**src/rtl/ar0134_pkg.sv**
```systemverilog
// ar0134_pkg: shared FSM state encoding and AR0134 default geometry
package ar0134_pkg;
  typedef enum logic [1:0] {
    CAP_IDLE         = 2'd0,
    CAP_WAIT_FV_LOW  = 2'd1,
    CAP_WAIT_FV_RISE = 2'd2,
    CAP_CAPTURE      = 2'd3
  } cap_state_t;
  localparam int AR_H_ACTIVE = 1282;
  localparam int AR_V_ACTIVE = 722;
  localparam int AR_H_BLANK  = 368;
endpackage

```
**src/rtl/ar0134_in_sync.sv**
```systemverilog
// ar0134_in_sync: two-stage staging of sensor FV/LV/data with edge detection on the staged strobes
module ar0134_in_sync #(
  parameter int DW = 10
) (
  input  logic          iClk,
  input  logic          iRst,
  input  logic          iFV,
  input  logic          iLV,
  input  logic [DW-1:0] iData,
  output logic          oFV,
  output logic          oLV,
  output logic [DW-1:0] oData,
  output logic          oFvRise,
  output logic          oFvFall,
  output logic          oLvFall
);
  logic fv2, lv2;
  // r1 captures the pins, r2 holds the previous r1 strobes for edge detection
  always_ff @(posedge iClk) begin
    if (iRst) begin
      oFV   <= 1'b0;
      oLV   <= 1'b0;
      oData <= '0;
      fv2   <= 1'b0;
      lv2   <= 1'b0;
    end else begin
      oFV   <= iFV;
      oLV   <= iLV;
      oData <= iData;
      fv2   <= oFV;
      lv2   <= oLV;
    end
  end
  assign oFvRise = oFV & ~fv2;
  assign oFvFall = ~oFV & fv2;
  assign oLvFall = ~oLV & lv2;
endmodule

```
**src/rtl/ar0134_capture_ctrl.sv**
```systemverilog
// ar0134_capture_ctrl: armed frame capture from the AR0134 parallel port with geometry checking
module ar0134_capture_ctrl
  import ar0134_pkg::*;
#(
  parameter int H_ACTIVE = AR_H_ACTIVE,
  parameter int V_ACTIVE = AR_V_ACTIVE,
  parameter int DW       = 10,
  parameter int HCNT_W   = 11,
  parameter int VCNT_W   = 10
) (
  input  logic              iClk,
  input  logic              iRst,
  input  logic              iFV,
  input  logic              iLV,
  input  logic [DW-1:0]     iData,
  input  logic              iArm,
  input  logic              iStop,
  input  logic              iContinuous,
  input  logic              iErrClr,
  output logic              oBusy,
  output logic              oFrameStart,
  output logic              oFrameDone,
  output logic              oPixValid,
  output logic [DW-1:0]     oPixData,
  output logic [HCNT_W-1:0] oPixX,
  output logic [VCNT_W-1:0] oPixY,
  output logic [HCNT_W-1:0] oLineLen,
  output logic [VCNT_W-1:0] oFrameLines,
  output logic              oErrH,
  output logic              oErrV,
  output logic [15:0]       oFrameCnt
);
  localparam logic [1:0] IDLE      = CAP_IDLE;
  localparam logic [1:0] WAIT_LOW  = CAP_WAIT_FV_LOW;
  localparam logic [1:0] WAIT_RISE = CAP_WAIT_FV_RISE;
  localparam logic [1:0] CAPTURE   = CAP_CAPTURE;

  logic          fv1, lv1, fvRise, fvFall, lvFall;
  logic [DW-1:0] data1;
  logic [1:0]    state, nextState;
  logic [HCNT_W-1:0] x, xInc;
  logic [VCNT_W-1:0] y, yInc, yNext;
  logic stopPending, inCap, closeLine, closeFrame, pixel, startFrame, setH, setV;

  ar0134_in_sync #(.DW(DW)) uSync (
    .iClk    (iClk),
    .iRst    (iRst),
    .iFV     (iFV),
    .iLV     (iLV),
    .iData   (iData),
    .oFV     (fv1),
    .oLV     (lv1),
    .oData   (data1),
    .oFvRise (fvRise),
    .oFvFall (fvFall),
    .oLvFall (lvFall)
  );

  assign inCap      = state == CAPTURE;
  assign closeLine  = inCap & lvFall;
  assign closeFrame = inCap & fvFall;
  assign pixel      = inCap & lv1 & fv1;
  assign startFrame = (state == WAIT_RISE) & fvRise & ~iStop;
  assign xInc       = (x == '1) ? x : x + 1'b1;
  assign yInc       = (y == '1) ? y : y + 1'b1;
  assign yNext      = closeLine ? yInc : y;
  assign setH       = closeLine & (x != HCNT_W'(H_ACTIVE));
  assign setV       = closeFrame & (yNext != VCNT_W'(V_ACTIVE));
  assign oBusy      = state != IDLE;

  // next-state: stop beats arm, waiting states abort on stop, capture ends only on FV fall
  always_comb begin
    nextState = state;
    case (state)
      IDLE:      nextState = (iArm & ~iStop) ? WAIT_LOW : IDLE;
      WAIT_LOW:  nextState = iStop ? IDLE : (fv1 ? WAIT_LOW : WAIT_RISE);
      WAIT_RISE: nextState = iStop ? IDLE : (fvRise ? CAPTURE : WAIT_RISE);
      default:   nextState = !closeFrame ? CAPTURE :
                             (stopPending | iStop | ~iContinuous) ? IDLE : WAIT_RISE;
    endcase
  end

  // FSM, pixel/line/frame counters, pixel output register and sticky error flags
  always_ff @(posedge iClk) begin
    if (iRst) begin
      state       <= IDLE;
      stopPending <= 1'b0;
      x           <= '0;
      y           <= '0;
      oFrameStart <= 1'b0;
      oFrameDone  <= 1'b0;
      oPixValid   <= 1'b0;
      oPixData    <= '0;
      oPixX       <= '0;
      oPixY       <= '0;
      oLineLen    <= '0;
      oFrameLines <= '0;
      oErrH       <= 1'b0;
      oErrV       <= 1'b0;
      oFrameCnt   <= '0;
    end else begin
      state       <= nextState;
      stopPending <= (state == IDLE) ? 1'b0 : (stopPending | (inCap & iStop));
      oFrameStart <= startFrame;
      oFrameDone  <= closeFrame;
      oPixValid   <= pixel;
      oErrH       <= setH | (oErrH & ~iErrClr);
      oErrV       <= setV | (oErrV & ~iErrClr);
      oFrameCnt   <= oFrameCnt + {15'd0, closeFrame};
      if (pixel) begin
        oPixData <= data1;
        oPixX    <= x;
        oPixY    <= y;
      end
      if (startFrame) begin
        x <= '0;
        y <= '0;
      end else if (closeLine) begin
        oLineLen <= x;
        x        <= '0;
        y        <= yInc;
      end else if (pixel) begin
        x <= xInc;
      end
      if (closeFrame) oFrameLines <= yNext;
    end
  end
endmodule

```
**config.mk**
```make
export PLATFORM = sky130hd
export DESIGN_NAME = ar0134_capture_ctrl
export DESIGN_NICKNAME = d
export VERILOG_FILES = /design/src/rtl/ar0134_pkg.sv /design/src/rtl/ar0134_in_sync.sv /design/src/rtl/ar0134_capture_ctrl.sv
export SDC_FILE = /design/constraint.sdc
export NUM_CORES = 1
export LEC_CHECK = 0
export BUFFER_PORTS_ARGS = -buffer_cell sky130_fd_sc_hd__buf_2
export CAP_MARGIN = 20
export CORE_ASPECT_RATIO = 0.5
export CORE_UTILIZATION = 49
export DETAILED_ROUTE_END_ITERATION = 10
export PLACE_DENSITY_LB_ADDON = 0.08
export SETUP_SLACK_MARGIN = 0.4
export SYNTH_ARGS = -nofsm -noshare
export SYNTH_HDL_FRONTEND = slang
export SYNTH_HIERARCHICAL = 1
export SYNTH_SLANG_ARGS = --single-unit
```
**constraint.sdc**
```tcl
create_clock -name iClk -period 2 [get_ports iClk]
set_input_delay 0.5 -clock iClk [delete_from_list [all_inputs] [get_ports iClk]]
set_output_delay 0.5 -clock iClk [all_outputs]
set_load 0.05 [all_outputs]
```
==> out/summary.txt <==
Kind of path behind the tightest hold check: input port to register
Clk sinks: 111
Die Width: 137.0 um
Worst Path Arrival: 1.97 ns
Required @ worst endpoint: 2.24 ns
Pre-Repair DR Iteration Count: 5
Async SR Flop Fraction: 0
RSZ-0062 raised after global routing: true
Cells after Synth: 519
Mapped Nets: 542
Post-route ant nets: 0
Clk network pwr share: 0.467
M1 WL: 5.265 mm
Share of post-route cells with drive strength above 1: 0.3641
Fin Clk Skew: 0.006845 ns
Initial Util: 0.5096
Area post-placement: 5075 um^2
Cell Pwr Density: 729.5 nW/um^2
Commonest non-fill, non-tap cells in the layout: nand2_1 (108), dfxtp_1 (87), buf_2 (83)
WL/cell: 14.83 um
Vias in the first global route: 3433
First-pass GRT wire length: 16.84 mm
# nets final: 658
Clock root buffer: clkbuf_16
FF+latch count, synth: 111
Skew-Pair Late Insertion Delay: 0.35 ns
Die Ht: 69.52 um
Clk slew on worst S/H paths: 0.07 ns
Comb pwr share: 0.029
Leak pwr: 2.462 nW
CP Class: register to register
Initial antenna violation count: 0
IO Port Bufs: 91
Post-Layout Cell Count: 757
Synth Flop Type: dfxtp_1
Flop pwr share: 0.504
CTS tree: done
Setup slack after layout: 0.2688 ns
Cell Area, Synth: 4468 um^2
Gpl congestion: 0.8774
Slew at the pin with the worst max-slew slack: 0.3602 ns
Worst-case clock buffer depth: 2
DIE AREA: 9527 um^2
Slew Viols, Final: 0
Largest net degree at the start of global routing: 70
Final worst-path cycle share: 0.8656
Switching power: 0.0009072 W
Min cycle time layout: 1.731 ns
Maxcap violations: 0
Highest routed layer: met4
Final Util: 0.6868
Io pins: 92
CTS Hold Bufs: 0
Iter 0 DRT Violations: 284
Vias: 3945
Layout area overhead: 34.78%
CTS buffer count: 9
DP Cell Count: 706
Pre-CTS setup slack: 0.1928 ns
Max-slew headroom: 0.7530
Status: complete, no violations
Vias per cell: 5.211
Critical path endpoint category: register
Cell area after layout: 6022 um^2
Synth area leaders: dfxtp_1 (50%), nand2_1 (9.3%), a21oi_1 (6.4%)
Final HPWL from detailed placement: 6.757 mm
Warnings, synthesis: 6
Yosys top cell area share: 0.4973
Post-synth EDFFs: 0
Commonest non-fill, non-tap cell in the layout: nand2_1
# DRC: 0
Setup crit start kind: register
Final setup TNS: 0 ns
Area leader, netlist: dfxtp_1
CP Max Fanout: 3
P_int: 0.003486 W
Diodes inserted: 0
Synthesized area per cell: 8.609 um^2
Net Sw Frac: 0.2065
Core Region: 8768 um^2
F_max: 577.6 MHz
# setup viols final: 0
Row cnt: 24
Met3 Wirelength: 768 um
Met2 Wirelength: 5.035 mm
Overall Global Routing Usage: 0.2285
Peak VDD IR: 447.9 uV
Htree depth: 3
Total Wirelength: 11.23 mm
Final hold vios: 0
Register area share after synthesis: 0.4973
GRT overflow: 0
Cell variety after synth: 51
stage by stage:
step / power [W] / hold slack (ns)
6_report: 0.004393 / 0.3499
5_1_grt: 0.004544 / 0.3470
4_1_cts: 0.004446 / 0.3380
3_5_place_dp: 0.002397 / 0.4262
3_3_place_gp: 0.002396 / 0.4206
2_1_floorplan: 0.002361 / 0.4174
path summary, 6_finish.rpt:
path                                             endpoint  slack [ns]  cells after the start                      start
worst max-delay path              oFrameCnt[8]$_SDFF_PP0_        0.27                     11       uSync/fv2$_SDFF_PP0_
worst min-delay path            uSync/oData[9]$_SDFF_PP0_        0.35                      2                   iData[9]
worst max register to register    oFrameCnt[8]$_SDFF_PP0_        0.27                     11       uSync/fv2$_SDFF_PP0_
worst min register to register   oPixData[8]$_SDFFE_PP0P_        0.43                      2  uSync/oData[8]$_SDFF_PP0_
layer usage:
metal	up-vias	track usage
met2	131	0.3490
li1	1962	-
met4	0	0.06593
met3	15	0.07895
met5	-	0
met1	1837	0.3045
cells in the mapped netlist (4+ instances only):
cell,instances
ha_1,5
nand4_1,5
a211oi_1,4
a21oi_1,57
clkbuf_1,18
nand3_1,12
xnor2_1,14
o21a_1,6
nor3_1,10
dfxtp_1,111
nor2_1,50
nand2_1,111
buf_2,7
mux2i_1,7
nor4_1,5
nor2b_2,10
o21ai_0,8
inv_1,10
or3_1,5
nor2b_1,10
xor2_1,6
cells by family after synthesis:
group / Yosys count / synth area share
adder cells (fa/ha/maj): 5 / 0.01400
flip-flops: 111 / 0.4973
AO/OA/AOI/OAI: 88 / 0.1193
multiplexers: 8 / 0.01820
XOR/XNOR: 20 / 0.03921
buffers and inverters: 45 / 0.04760
AND/OR/NAND/NOR: 242 / 0.2644
registers in the layout, summed over array words and instances (netlist names), 2 cells and up:
name	cells
oPixData	10
y	10
uSync/oData	10
oFrameCnt	16
state	2
oFrameLines	10
oLineLen	11
oPixY	10
oPixX	11
x	11
repair_timing:
action                     CTS  global route
setup buffers               11            23
cloned                       0             1
pin swaps                   11            25
gates resized for setup     49            48
setup endpoints to repair   38            34
critical path, stage by stage, from the launching register on:
cell and delay, ns:
dfxtp_2 0.33, nor2b_4 0.16, nand3_4 0.09, clkinv_4 0.07, ha_4 0.15, ha_4 0.15
buf_4 0.11, buf_6 0.10, nand2_2 0.07, nor3_2 0.20, xnor2_1 0.13, nor2_1 0.06
power by group through the flow:
| stage | Sequential (W) | Combinational, W | Clock [W] |
|---|---|---|---|
| 6_report | 0.00221 | 0.000126 | 0.00205 |
| 3_3_place_gp | 0.00229 | 0.000107 | 0 |
| 3_5_place_dp | 0.00229 | 0.000109 | 0 |
| 4_1_cts | 0.00223 | 0.000115 | 0.00210 |
| 2_1_floorplan | 0.00228 | 0.0000762 | 0 |
| 5_1_grt | 0.00222 | 0.000138 | 0.00219 |
final cells by class:
type                    count  area, um^2
clock buffers               9       225.2
clock inverters             7       120.1
fillers                   739        2746
inverters                  11       46.29
multi-input cells         363        2302
flip-flops and latches    111        2295
well taps                 117       146.4
repair buffers            139       887.1
Note: power is estimated with default switching activity, not from simulation.
